`config.mk`:
```
export PLATFORM = sky130hd
export DESIGN_NAME = cfg_xbar
export DESIGN_NICKNAME = d
export VERILOG_FILES = /design/src/rtl/xbar_pkg.sv /design/src/rtl/cfg_xbar_loader.sv /design/src/rtl/cfg_xbar.sv
export SDC_FILE = /design/constraint.sdc
export NUM_CORES = 1
export LEC_CHECK = 0
export ABC_AREA = 1
export BUFFER_PORTS_ARGS = -buffer_cell sky130_fd_sc_hd__buf_2
export CELL_PAD_IN_SITES_DETAIL_PLACEMENT = 0
export CELL_PAD_IN_SITES_GLOBAL_PLACEMENT = 1
export CORE_UTILIZATION = 40
export DETAILED_ROUTE_END_ITERATION = 16
export PLACE_DENSITY_LB_ADDON = 0.2
export SLEW_MARGIN = 10
export SYNTH_ARGS = -nofsm -noshare
export SYNTH_HDL_FRONTEND = slang
export SYNTH_SLANG_ARGS = --single-unit
```
`constraint.sdc`:
```
create_clock -name clk -period 2.6 [get_ports clk]
set_input_delay 0.52 -clock clk [delete_from_list [all_inputs] [get_ports clk]]
set_output_delay 0.52 -clock clk [all_outputs]
set_load 0.005 [all_outputs]
```
`src/rtl/xbar_pkg.sv`:
```
// Shared helpers for the LUT-tile crossbar: width derivations and the config
// loader state encoding.
package xbar_pkg;

    typedef enum logic {
        LOAD = 1'b0,
        FULL = 1'b1
    } ld_state_e;

    function automatic int clog2(input int value);
        int result;
        result = 0;
        for (int i = 0; i < 31; i++) begin
            if ((32'sd1 <<< i) < value) begin
                result = i + 1;
            end
        end
        return result;
    endfunction

    function automatic int sel_w(input int n_in);
        return clog2(n_in);
    endfunction

    function automatic int cfg_bits(input int n_in, input int n_out);
        return n_out * sel_w(n_in);
    endfunction

    function automatic int n_words(input int n_in, input int n_out, input int cfg_w);
        return (cfg_bits(n_in, n_out) + cfg_w - 1) / cfg_w;
    endfunction

endpackage

```
`src/rtl/cfg_xbar_loader.sv`:
```
// Config loader: accepts CFG_W-bit words into a shadow register, least
// significant word first, and releases a commit strobe once the shadow is full.
module cfg_xbar_loader
    import xbar_pkg::*;
#(
    parameter int N_IN  = 18,
    parameter int N_OUT = 20,
    parameter int CFG_W = 8
) (
    input  logic                               clk,
    input  logic                               reset,
    input  logic                               cfg_valid_i,
    output logic                               cfg_ready_o,
    input  logic [CFG_W-1:0]                   cfg_data_i,
    input  logic                               cfg_commit_i,
    output logic                               cfg_full_o,
    output logic                               cfg_done_o,
    output logic                               commit_o,
    output logic [cfg_bits(N_IN, N_OUT)-1:0]   shadow_o
);

    localparam int CFG_BITS = cfg_bits(N_IN, N_OUT);
    localparam int N_WORDS  = n_words(N_IN, N_OUT, CFG_W);
    localparam int CNT_W    = clog2(N_WORDS + 1);

    ld_state_e           state_q;
    logic [CNT_W-1:0]    cnt_q;
    logic [CFG_BITS-1:0] shadow_q;
    logic                ready_q;
    logic                full_q;
    logic                done_q;

    logic                accept_s;
    logic                last_s;
    logic                commit_s;

    always_comb begin
        accept_s = cfg_valid_i && ready_q;
        last_s   = (cnt_q == CNT_W'(N_WORDS - 1));
        commit_s = cfg_commit_i && (state_q == FULL);
    end

    // Loader FSM; a commit arriving while still loading is simply dropped.
    always_ff @(posedge clk) begin
        if (reset) begin
            state_q  <= LOAD;
            cnt_q    <= '0;
            shadow_q <= '0;
            ready_q  <= 1'b1;
            full_q   <= 1'b0;
            done_q   <= 1'b0;
        end else begin
            done_q <= commit_s;
            case (state_q)
                LOAD: begin
                    if (accept_s) begin
                        cnt_q <= cnt_q + CNT_W'(1);
                        if (last_s) begin
                            state_q <= FULL;
                            ready_q <= 1'b0;
                            full_q  <= 1'b1;
                        end
                    end
                end
                FULL: begin
                    if (commit_s) begin
                        state_q <= LOAD;
                        cnt_q   <= '0;
                        ready_q <= 1'b1;
                        full_q  <= 1'b0;
                    end
                end
                default: begin
                    state_q <= LOAD;
                    cnt_q   <= '0;
                    ready_q <= 1'b1;
                    full_q  <= 1'b0;
                end
            endcase
            // Bits of the final word beyond CFG_BITS have no home and are dropped.
            for (int b = 0; b < CFG_BITS; b++) begin
                if (accept_s && (cnt_q == CNT_W'(b / CFG_W))) begin
                    shadow_q[b] <= cfg_data_i[b % CFG_W];
                end
            end
        end
    end

    assign cfg_ready_o = ready_q;
    assign cfg_full_o  = full_q;
    assign cfg_done_o  = done_q;
    assign commit_o    = commit_s;
    assign shadow_o    = shadow_q;

endmodule

```
`src/rtl/cfg_xbar.sv`:
```
// LUT-tile crossbar: each output picks one input through a select field held in
// an active config register that is atomically refreshed from the loader.
module cfg_xbar
    import xbar_pkg::*;
#(
    parameter int N_IN    = 18,
    parameter int N_OUT   = 20,
    parameter int CFG_W   = 8,
    parameter bit REG_OUT = 1'b1
) (
    input  logic              clk,
    input  logic              reset,
    input  logic [N_IN-1:0]   io_xbar_in,
    output logic [N_OUT-1:0]  io_xbar_out,
    input  logic              io_cfg_valid,
    output logic              io_cfg_ready,
    input  logic [CFG_W-1:0]  io_cfg_data,
    input  logic              io_cfg_commit,
    output logic              io_cfg_full,
    output logic              io_cfg_done,
    output logic              io_sel_err
);

    localparam int SEL_W    = sel_w(N_IN);
    localparam int CFG_BITS = cfg_bits(N_IN, N_OUT);

    logic                commit_s;
    logic [CFG_BITS-1:0] shadow_s;
    logic [CFG_BITS-1:0] active_q;
    logic                sel_err_q;
    logic [N_OUT-1:0]    mux_s;
    logic                shadow_err_s;
    logic                hit_s;

    cfg_xbar_loader #(
        .N_IN  (N_IN),
        .N_OUT (N_OUT),
        .CFG_W (CFG_W)
    ) u_loader (
        .clk          (clk),
        .reset        (reset),
        .cfg_valid_i  (io_cfg_valid),
        .cfg_ready_o  (io_cfg_ready),
        .cfg_data_i   (io_cfg_data),
        .cfg_commit_i (io_cfg_commit),
        .cfg_full_o   (io_cfg_full),
        .cfg_done_o   (io_cfg_done),
        .commit_o     (commit_s),
        .shadow_o     (shadow_s)
    );

    // Mux array; a field matching no input leaves its output at 0 rather than X.
    always_comb begin
        mux_s = '0;
        for (int o = 0; o < N_OUT; o++) begin
            for (int i = 0; i < N_IN; i++) begin
                if (active_q[o*SEL_W +: SEL_W] == SEL_W'(i)) begin
                    mux_s[o] = io_xbar_in[i];
                end
            end
        end
    end

    // Range check on the shadow, so the flag is ready to latch on the commit edge.
    always_comb begin
        shadow_err_s = 1'b0;
        hit_s        = 1'b0;
        for (int o = 0; o < N_OUT; o++) begin
            hit_s = 1'b0;
            for (int i = 0; i < N_IN; i++) begin
                if (shadow_s[o*SEL_W +: SEL_W] == SEL_W'(i)) begin
                    hit_s = 1'b1;
                end
            end
            if (!hit_s) begin
                shadow_err_s = 1'b1;
            end
        end
    end

    // Active config and its error flag change only on a commit.
    always_ff @(posedge clk) begin
        if (reset) begin
            active_q  <= '0;
            sel_err_q <= 1'b0;
        end else if (commit_s) begin
            active_q  <= shadow_s;
            sel_err_q <= shadow_err_s;
        end else begin
            active_q  <= active_q;
            sel_err_q <= sel_err_q;
        end
    end

    assign io_sel_err = sel_err_q;

    generate
        if (REG_OUT) begin : g_reg_out
            logic [N_OUT-1:0] out_q;

            // Output stage adds one cycle of latency.
            always_ff @(posedge clk) begin
                if (reset) begin
                    out_q <= '0;
                end else begin
                    out_q <= mux_s;
                end
            end

            assign io_xbar_out = out_q;
        end else begin : g_comb_out
            assign io_xbar_out = mux_s;
        end
    endgenerate

endmodule

```
==> reports/results.tsv <==
stage	metric	value	unit
timing	hold_violations	0	
worst_hold_path	min_path_type	in2reg	
critical_path	critPathLaunchType	flip-flop	
power_and_ir_drop	p_leak	0.00546	uW
cells_and_area	fill_cells	3138	
timing	layout_setup_ws	0.834	ns
placed_design	hpwl	31100	um
critical_path	cp_top_family	simple AND/OR/NAND/NOR gates	
clock_tree	post-cts-setup-buffers	0	
critical_path	crit_start	active_q[66]	
clock_tree	cts_hold_buf	0	
clock_tree	clkTransAtPathRegs	0.06	ns
yosys	syn_area_per_cell	6.65	um2
worst_hold_path	hold_path_end	u_loader.cfg_ready_o	
route	vias	12810	
critical_path	cp_slowest_cell	o22ai_1	
critical_path	worst_setup_path_end_kind	flip-flop	
yosys	synth_area	12200	um2
floorplanning	dieArea	31200	um2
yosys	ys_ff_latch	229	
timing	layout_min_cycle_time	1.77	ns
clock_tree	ctsLongestPathBuffers	3	
critical_path	path_cells	inv_1, nand2_1, o22ai_1, o21ai_0, nand3_1, nand2_1, nand2_1, nand3_1, nand2_1, nand4_1, nand2_1, inv_1	
clock_tree	cts_sinks	229	
route	first_pass_iters	7	
route	drt-total-wl	46500	um
floorplanning	initial_core_util	0.409	
worst_hold_path	holdPathStages	3	
critical_path	r2r_start	active_q[66]	
global_route	grt_pass1_vias	11523	
critical_path	critPathBufInv	2	
yosys	synth_xor_area_frac	0	
cells_and_area	drive_gt1_frac	0.0867	
cells_and_area	num_antenna_cells	0	
global_route	globalRoute.totalOverflow	0	
yosys	synthAdderAreaFrac	0.00410	
critical_path	worst-path-max-fanout	7	
power_and_ir_drop	powerDensity	614	nW/um2
clock_tree	cts_tree	done	
yosys	synth_fp_nets	1870	
floorplanning	boundaryPins	54	
timing	fin_setup_tns	0	ns
run_status	outcome	completed	
clock_tree	ctsResizeCount	0	
critical_path	crit_type	reg2reg	
timing	rsz0062_at_grt	no	
yosys	synth.area.top_cells	dfxtp_1 38%, nand2_1 8.7%, o21ai_0 7.8%	
cells_and_area	nNetsFinal	1882	
placed_design	gp_congestion	0.931	
route	routedWlPerCell	20.6	um
power_and_ir_drop	ir_worst_vdd	0.407	mV
cells_and_area	instances_no_fill	2258	
timing	setup_violations	0	
timing	finalMaxSlewViolations	0	
critical_path	regToRegEndpoint	io_xbar_out[13]	
clock_tree	htreeDepth	1	
critical_path	rr_worst_depth	12	
route	drt_iter0_drc	1003	
floorplanning	core_area	29900	um2
cells_and_area	post-route-util	0.457	
cells_and_area	syn_to_final_growth	11.7	%
yosys	synth_top_cell_by_area	dfxtp_1	
timing	max_freq	0.566	GHz
timing	fin_hold_ws	0.366	ns
floorplanning	core.rowCount	63	
yosys	synth_top_family_by_area	simple AND/OR/NAND/NOR gates	
critical_path	critical_path.most_common_cell	nand2_1	
route	ant_nets	0	
clock_tree	cts_buffers	27	
cells_and_area	seqCellArea	4580	um2
yosys	yosysWarnings	0	
yosys	synthCells	1836	
yosys	synth_top_area_frac	0.375	
yosys	muxShareOfSynthArea	0	
clock_tree	clock-root-buffer	clkbuf_16	
placed_design	dpl_worst_slack	0.521	ns
yosys	synth_compound_area_frac	0.234	
yosys	synth_edf_count	0	
floorplanning	dieHeight	177	um
worst_hold_path	min_from	reset	
route	drc	0	
placed_design	numPortBuffers	53	
route	viasPerCell	5.67	
yosys	synth_commonest_cells	283 x nand2_1, 246 x inv_1, 231 x nor2_1, 229 x dfxtp_1, 191 x o21ai_0	
yosys	synth-seq-area-share	0.375	
yosys	synth_flop_cell	dfxtp_1	
timing	slew_headroom	0.492	
critical_path	cp_slowest_stage_delay	0.33	ns
yosys	synthSimpleGateAreaFrac	0.262	
critical_path	worst-endpoint-required	3.04	ns
global_route	antenna_found_initial	2	
clock_tree	clk_latency	0.54	ns
yosys	yosysMostFrequentCell	nand2_1	
critical_path	critPathArrivalTime	2.21	ns
flow_run	maxCapViolCount	0	
yosys	ys_async_sr_fraction	0	
timing	finalCritPeriodShare	0.679	
yosys	synth.distinct_cells	37	
global_route	grt_usage	0.296	
timing	max_slew.worst_pin.slew	0.763	ns
global_route	grt_pass1_wl	69700	um
floorplanning	die_w	177	um
timing	skew	0.0115	ns
global_route	grt_max_degree	97	
cells_and_area	multiInputGateArea	6110	um2
placed_design	dp_cells	2209	
critical_path	rrSetupSlack	0.83	ns
-- logic make-up after synthesis --
family	Yosys count
adder cells (fa/ha/maj)	4
AO/OA/AOI/OAI	501
buffers and inverters	363
flip-flops	229
AND/OR/NAND/NOR	739
-- flip-flops by register name, summed over array words and instances (netlist names) --
signal / count
active_q: 100
u_loader.shadow_o: 100
io_xbar_out: 20
u_loader.cnt_q: 4
io_sel_err: 1
u_loader.cfg_done_o: 1
u_loader.cfg_full_o: 1
u_loader.cfg_ready_o: 1
u_loader.state_q: 1
-- metrics by stage --
stage / cell area (um2) / total power [uW]
2_1_floorplan: 12200 / 3960
3_3_place_gp: 12700 / 4220
3_5_place_dp: 12700 / 4220
4_1_cts: 13700 / 8410
5_1_grt: 13700 / 8630
6_report: 13700 / 8380
-- power breakdown --
| group | internal (uW) | switching, uW |
|---|---|---|
| Clock | 2640 | 1590 |
| Combinational | 136 | 436 |
| Sequential | 3560 | 21.2 |
-- cell type report --
type	count	share of cell area
inverter	271	0.0745
clock inverter	14	0.0170
sequential	229	0.336
timing repair buffer	75	0.0343
multi-input combinational	1244	0.447
clock buffer	35	0.0554
tap	390	0.0357
-- routing by layer --
layer / vias to the layer above / share of wire / global-route usage
met4: 0 / 0.037 / 0.111
met5: - / 0 / 0
met1: 5929 / 0.45 / 0.416
li1: 6254 / - / -
met3: 95 / 0.076 / 0.0393
met2: 532 / 0.43 / 0.460
-- worst max-delay path by stage --
stage / cells past startpoint / to
global route: 7 / u_loader.shadow_o[34]
detailed placement: 11 / io_xbar_out[15]
CTS: 7 / u_loader.shadow_o[36]
floorplan: 12 / io_xbar_out[13]
finish: 12 / io_xbar_out[13]
global placement: 11 / io_xbar_out[5]
-- cells in the final DEF, fill, tap and decap left out, types with 25 or more instances in the layout --
cell type / instances
nand2_1: 283
inv_1: 246
nor2_1: 231
dfxtp_1: 229
o21ai_0: 191
a21oi_1: 100
nand3_1: 96
nand4_1: 79
o22ai_1: 77
buf_2: 53
o21ai_1: 46
nor3_1: 33
clkbuf_16: 27
inv_2: 25
-- worst reg2reg max path, delay by kind of cell (launching register included) --
family	cells	cell delay, ns
simple gates	8	0.65
compound gates	2	0.49
buf+inv	2	0.21
flops	1	0.32
No activity file was read; power rests on OpenSTA's default activity.
